[config.mk]
export PLATFORM = sky130hd
export DESIGN_NAME = lcd_refresh_sched
export DESIGN_NICKNAME = d
export VERILOG_FILES = /design/src/rtl/lcd_refresh_sched_pkg.sv /design/src/rtl/lcd_refresh_sched_tick_gen.sv /design/src/rtl/lcd_refresh_sched.sv
export SDC_FILE = /design/constraint.sdc
export NUM_CORES = 1
export LEC_CHECK = 0
export CAP_MARGIN = 20
export CORE_UTILIZATION = 53
export DETAILED_ROUTE_END_ITERATION = 16
export GPL_ROUTABILITY_DRIVEN = 0
export GPL_TIMING_DRIVEN = 0
export PLACE_DENSITY = 0.83
export SLEW_MARGIN = 5
export SYNTH_ARGS = -nofsm -noshare
export SYNTH_HDL_FRONTEND = slang
export SYNTH_HIERARCHICAL = 1
export SYNTH_SLANG_ARGS = --single-unit
[constraint.sdc]
create_clock -name clk -period 3.9 [get_ports clk]
set_clock_uncertainty 0.1 [all_clocks]
set_input_delay 0.975 -clock clk [delete_from_list [all_inputs] [get_ports clk]]
set_output_delay 0.975 -clock clk [all_outputs]
set_load 0.01 [all_outputs]
[src/rtl/lcd_refresh_sched_pkg.sv]
// Shared types and geometry constants for the LCD refresh scheduler.
package lcd_sched_pkg;

  typedef enum logic [1:0] {
    IDLE    = 2'd0,
    WAIT    = 2'd1,
    START   = 2'd2,
    REFRESH = 2'd3
  } state_e;

  // 128x64 panel split across two controllers, 8 pages of 64 columns each.
  localparam int LCD_PAGES = 8;
  localparam int LCD_COLS  = 64;
  localparam int LCD_CHIPS = 2;
  localparam int FB_DEPTH  = 1024;

endpackage

[src/rtl/lcd_refresh_sched_tick_gen.sv]
// Free-running 0..PERIOD-1 counter with a registered one-cycle pulse on wrap.
module lcd_tick_gen #(
  parameter int PERIOD = 833333
) (
  input  logic clk,
  input  logic rst,
  output logic tick_o
);

  localparam int CW = $clog2(PERIOD);

  logic [CW-1:0] cnt_q, cnt_d;
  logic          wrap;
  logic          tick_q;

  assign wrap  = (cnt_q == CW'(PERIOD - 1));
  assign cnt_d = wrap ? '0 : cnt_q + CW'(1);

  always_ff @(posedge clk or posedge rst) begin
    if (rst) begin
      cnt_q  <= '0;
      tick_q <= 1'b0;
    end else begin
      cnt_q  <= cnt_d;
      tick_q <= wrap;
    end
  end

  assign tick_o = tick_q;

endmodule

[src/rtl/lcd_refresh_sched.sv]
// Refresh scheduler and frame-buffer port arbiter between renderer writes and LCD driver reads.
//   state   | meaning
//   IDLE    | renderer owns RAM, waiting for frame tick
//   WAIT    | tick arrived while renderer busy, refresh deferred
//   START   | start_o held high for START_HI clocks
//   REFRESH | driver owns RAM for REFRESH_CYCLES clocks
module lcd_refresh_sched
  import lcd_sched_pkg::*;
#(
  parameter int FRAME_CYCLES   = 833333,
  parameter int START_HI       = 2,
  parameter int REFRESH_CYCLES = 40000,
  parameter int ADDR_W         = $clog2(FB_DEPTH),
  parameter int DATA_W         = 8
) (
  input  logic              clk,
  input  logic              rst,
  input  logic              render_busy_i,
  input  logic              wr_req_i,
  input  logic [ADDR_W-1:0] wr_addr_i,
  input  logic [DATA_W-1:0] wr_data_i,
  output logic              wr_gnt_o,
  input  logic [ADDR_W-1:0] drv_addr_i,
  output logic [DATA_W-1:0] drv_data_o,
  output logic              start_o,
  output logic [ADDR_W-1:0] mem_addr_o,
  output logic              mem_we_o,
  output logic [DATA_W-1:0] mem_wdata_o,
  input  logic [DATA_W-1:0] mem_rdata_i,
  output logic              refreshing_o,
  output logic              frame_late_o,
  output logic [7:0]        frame_cnt_o
);

  localparam int PH_MAX = (REFRESH_CYCLES > START_HI) ? REFRESH_CYCLES : START_HI;
  localparam int PH_W   = $clog2(PH_MAX + 1);

  state_e            state_q, state_d;
  logic [PH_W-1:0]   phase_q, phase_d;
  logic              late_q, late_d;
  logic [7:0]        cnt_q, cnt_d;
  logic              start_q;
  logic              rd_prev_q;
  logic [DATA_W-1:0] drv_data_q;
  logic              tick;
  logic              gnt;

  lcd_tick_gen #(.PERIOD(FRAME_CYCLES)) u_tick (
    .clk    (clk),
    .rst    (rst),
    .tick_o (tick)
  );

  // Phase counter counts down to a terminal count of zero in START and REFRESH.
  always_comb begin
    state_d = state_q;
    phase_d = phase_q;
    late_d  = late_q;
    cnt_d   = cnt_q;
    case (state_q)
      IDLE: begin
        if (tick) begin
          if (render_busy_i) begin
            state_d = WAIT;
            late_d  = 1'b1;
          end else begin
            state_d = START;
            phase_d = PH_W'(START_HI - 1);
          end
        end
      end
      WAIT: begin
        if (!render_busy_i) begin
          state_d = START;
          phase_d = PH_W'(START_HI - 1);
        end
      end
      START: begin
        if (phase_q == '0) begin
          state_d = REFRESH;
          phase_d = PH_W'(REFRESH_CYCLES - 1);
        end else begin
          phase_d = phase_q - PH_W'(1);
        end
      end
      REFRESH: begin
        if (phase_q == '0) begin
          state_d = IDLE;
          cnt_d   = cnt_q + 8'd1;
        end else begin
          phase_d = phase_q - PH_W'(1);
        end
      end
      default: state_d = IDLE;
    endcase
  end

  always_ff @(posedge clk or posedge rst) begin
    if (rst) begin
      state_q    <= IDLE;
      phase_q    <= '0;
      late_q     <= 1'b0;
      cnt_q      <= '0;
      start_q    <= 1'b0;
      rd_prev_q  <= 1'b0;
      drv_data_q <= '0;
    end else begin
      state_q   <= state_d;
      phase_q   <= phase_d;
      late_q    <= late_d;
      cnt_q     <= cnt_d;
      start_q   <= (state_d == START);
      rd_prev_q <= !mem_we_o;
      if (rd_prev_q) drv_data_q <= mem_rdata_i;
    end
  end

  // Port outputs are forced quiet while reset is asserted.
  always_comb begin
    gnt         = wr_req_i && (state_q != REFRESH) && !rst;
    mem_we_o    = gnt;
    mem_addr_o  = '0;
    mem_wdata_o = '0;
    if (gnt) begin
      mem_addr_o  = wr_addr_i;
      mem_wdata_o = wr_data_i;
    end else if (!rst) begin
      mem_addr_o  = drv_addr_i;
    end
  end

  assign wr_gnt_o     = gnt;
  assign drv_data_o   = drv_data_q;
  assign start_o      = start_q;
  assign refreshing_o = (state_q == REFRESH);
  assign frame_late_o = late_q;
  assign frame_cnt_o  = cnt_q;

endmodule

==> results.md <==
Place:
- Buffers placed on the I/O ports in this run total 78.
- The half-perimeter wire length after detailed placement is 5590 µm.

Worst setup path:
- The worst setup path is of the in2out kind.
- The worst setup path is launched from an input port.
- The endpoint arrival time on the critical path is 2.67 ns.
- In this run the critical register-to-register path is launched from phase_q[0]$_DFFE_PP0P_.
- The worst register-to-register path ends at phase_q[12]$_DFFE_PP0P_.
- The count of cells along the worst register-to-register path is 7.
- The slack of the worst reg-to-reg path is 1.47 ns.
- The highest net fanout along the worst path is 10.
- The data required time at the worst endpoint is 2.82 ns.
- The worst setup path is captured at an output pin.

Clock tree:
- Clock tree synthesis selected as its root buffer the cell clkbuf_8.
- The number of CTS-inserted buffers is 9.
- For this design, the sink count on the clock tree is 58.
- TritonCTS built the clock tree.
- The maximum buffer depth of the clock tree is 2.
- The count of H-tree levels built during CTS is 3.
- For the worst-skew pair, the clock arrives at the later sink with an insertion delay of 0.33 ns.
- The clock-pin slew on the worst setup and hold paths is 0.06 ns.

Global routing:
- The number of global-route vias before repair is 2,599.
- Entering global routing, the biggest net connects 43 pins.
- The total overflow left after global routing is 0.
- The global-route wire length before repair is 12,200 µm.
- The initial antenna violation count is 0.
- The total routing usage reported by global routing is 0.255.

Logic synthesis:
- The cell area that synthesis handed to floorplanning was 3130 µm².
- The count of flip-flops with a built-in enable after synthesis is 0.
- Counting flops and latches in the post-synthesis netlist gives 58.
- The average size of a mapped cell is 9.46 µm².
- For this run, asynchronously set or reset flops after synthesis account for 1.00.
- The largest total area in the synthesized netlist belongs to dfrtp_1.
- By area the synthesized netlist is led by dfrtp_1 46%, xnor2_1 5.9%, nand2_1 4.4%.
- The total nets after synthesis is 376.
- Counting distinct cell types in the post-synthesis netlist gives 56.
- In the synthesized netlist, the number of instances is 331.
- The sequential area share after synthesis is 0.464.
- The share of the synthesized area in the top cell type is 0.464.
- The Yosys step of the flow raised 6 warnings.
- The dominant register cell in the synthesized netlist is dfrtp_1.

Power:
- The share of total power dissipated in combinational logic is 0.361.
- Overall power consumption after layout is estimated at 2.07 mW.
- The leakage power total is 1.83 nW.
- Dividing total power by cell area gives a power density of 492 nW/µm².
- The cell-internal power is 1.33 mW.
- Of the total power, the clock network draws 0.245.
- The maximum VDD drop is 0.000271 V.
- For this design the total switching power over the nets is 736 µW.
- The sequential share of power is 0.394.
- Of the total power, the share spent switching nets is 0.356.

STA:
- The max-slew violation count was 0.
- For the pin with the worst max-slew slack, the measured transition is 0.792 ns.
- The clock period could shrink to 3.74 ns.
- Dividing the final minimum period by the clock period gives 0.959.
- Static timing analysis puts the maximum clock frequency at 267 MHz.
- Headroom to the max-slew limit came out at 0.471.
- Setup violations remaining at the end of the flow were counted as 0.
- Setup repair after global routing left no endpoint under its margin.
- The hold violation total from the final report is 0.

Routing:
- For this block, the routed nets add up to 7560 µm of wire.
- Dividing the detail-routed wire length by the instance count gives 15.2 µm.
- Detailed routing inserted a total of 2,777 vias.
- The first detailed-routing pass ran for 4 iterations.
- In the routed design, unresolved DRC markers number 0.
- Using the TritonRoute via totals, the vias-per-cell ratio works out to 5.60.
- After the first detailed-routing iteration, the DRC count stood at 200.
- The count of nets left with antenna violations once routing finished came out at 0.

Min path:
- The end point of the worst hold path is frame_cnt_o[7]$_DFFE_PP0P_.
- The class of the tightest hold or removal check is reg2reg.
- The hold path startpoint is frame_cnt_o[7]$_DFFE_PP0P_.
- Counting instances, the worst hold path has a depth of 1.

Die:
- The floorplan die area is 6220 µm².
- The horizontal die dimension is 78.9 µm.
- 79 I/O pins were placed.
- The floorplan step set the die height to 78.9 µm.
- The core footprint is 5610 µm².
- After floorplanning, the core was divided into 27 placement rows.
- The initial utilization of the core area, before any placement, comes to 0.558.

Finish:
- The top cell types in the final layout, fill and taps aside, are 78 x clkdlybuf4s50_1, 58 x dfrtp_1, 37 x nand2_1.
- Relative to the synthesized area, the layout overhead comes to 34.2%.
- Of the cells placed in the final design, the portion with a size suffix greater than 1 is 0.113.
- The final core area utilization is 0.749.
- In the final design database the tool counted 464 nets.
- The most common cell after layout, fill and taps aside is clkdlybuf4s50_1.
- The number of antenna diodes is 0.

Status:
- The flow ran to the end, and the final reports show no timing, DRC or antenna violations.

Job:
- The number of maximum-capacitance violations is 0.
[power by group through the flow]
stage | Combinational [mW] | Sequential, mW | Clock (mW)
floorplan | 0.490 | 0.799 | 0
global placement | 0.726 | 0.805 | 0
detailed placement | 0.750 | 0.810 | 0
CTS | 0.757 | 0.800 | 0.515
global route | 0.825 | 0.833 | 0.546
finish | 0.747 | 0.815 | 0.506
[through the flow]
stage               setup WS, ns  cell area, µm²  hold WS [ns]  std cells  TNS (ns)
CTS                       0.0882            4200         0.396        497         0
global placement          -0.713            4000         0.362        481     -6.95
detailed placement        -0.203            4020         0.382        482     -1.75
global route              0.0356            4200         0.411        496         0
finish                     0.159            4200         0.390        496         0
floorplan                  0.661            3130         0.359        331         0
[logic make-up (layout without fill, tap and decap cells)]
group / Yosys count / after routing / synth area share
flip-flops: 58 / 58 / 0.464
buffers and inverters: 32 / 125 / 0.0452
adder cells (fa/ha/maj): 5 / 5 / 0.0200
multiplexers: 10 / 10 / 0.0356
AND/OR/NAND/NOR: 143 / 143 / 0.254
XOR/XNOR: 24 / 24 / 0.0671
AO/OA/AOI/OAI: 59 / 59 / 0.115
[Yosys cell counts, types with 2 or more instances]
| master | number |
|---|---|
| a21o_1 | 2 |
| a21oi_1 | 23 |
| a31oi_1 | 2 |
| and2_1 | 4 |
| and3_1 | 11 |
| and4_1 | 3 |
| buf_6 | 2 |
| clkbuf_1 | 9 |
| dfrtp_1 | 58 |
| ha_1 | 5 |
| inv_1 | 18 |
| mux2_2 | 9 |
| nand2_1 | 37 |
| nand3_1 | 11 |
| nand4_1 | 10 |
| nand4_2 | 2 |
| nor2_1 | 27 |
| nor3_1 | 10 |
| nor3_4 | 2 |
| nor3b_1 | 2 |
| nor4_1 | 7 |
| o21ai_0 | 19 |
| o22ai_1 | 2 |
| or4_1 | 2 |
| xnor2_1 | 21 |
| xor2_1 | 3 |
[flip-flops by register name, summed over array words and instances (netlist names)]
name,count
phase_q,16
u_tick/tick_o,1
start_o,1
rd_prev_q,1
state_q,2
frame_cnt_o,8
frame_late_o,1
drv_data_o,8
u_tick/cnt_q,20
[worst max-delay path, cell delays in order]
cell and delay (ns):
clkdlybuf4s50_1 0.41, nand2_1 0.09, clkbuf_1 0.35, nand2_1 0.10, a21oi_1 0.16, clkdlybuf4s50_1 0.58
[worst max path at each step]
stage,from,endpoint,slack (ns),cells after the start
floorplan,rst,mem_wdata_o[0],0.66,2
global placement,rst,mem_wdata_o[7],-0.71,4
detailed placement,wr_req_i,mem_addr_o[8],-0.20,7
CTS,wr_req_i,mem_addr_o[8],0.09,6
global route,wr_req_i,mem_addr_o[8],0.04,6
finish,wr_req_i,mem_addr_o[3],0.16,6
[cell type report]
type | count | area (µm²)
plain buffers | 12 | 70.1
clock buffers | 14 | 173
clock inverters | 2 | 10.0
fillers | 402 | 1410
inverters | 18 | 67.6
multi-input cells | 241 | 1540
flip-flops and latches | 58 | 1450
well taps | 72 | 90.1
repair buffers | 79 | 801
[timing repair]
action,in CTS,in global routing
resized for setup,2,1
setup endpoints to repair,10,7
hold buffers,0,0
setup buffers,0,0
[metal layers]
layer | part of all wire | GRT usage
met1 | 0.44 | 0.333
met2 | 0.49 | 0.417
met3 | 0.051 | 0.0701
met4 | 0.014 | 0.0764
met5 | 0 | 0
No activity file was read; power rests on OpenSTA's default activity.
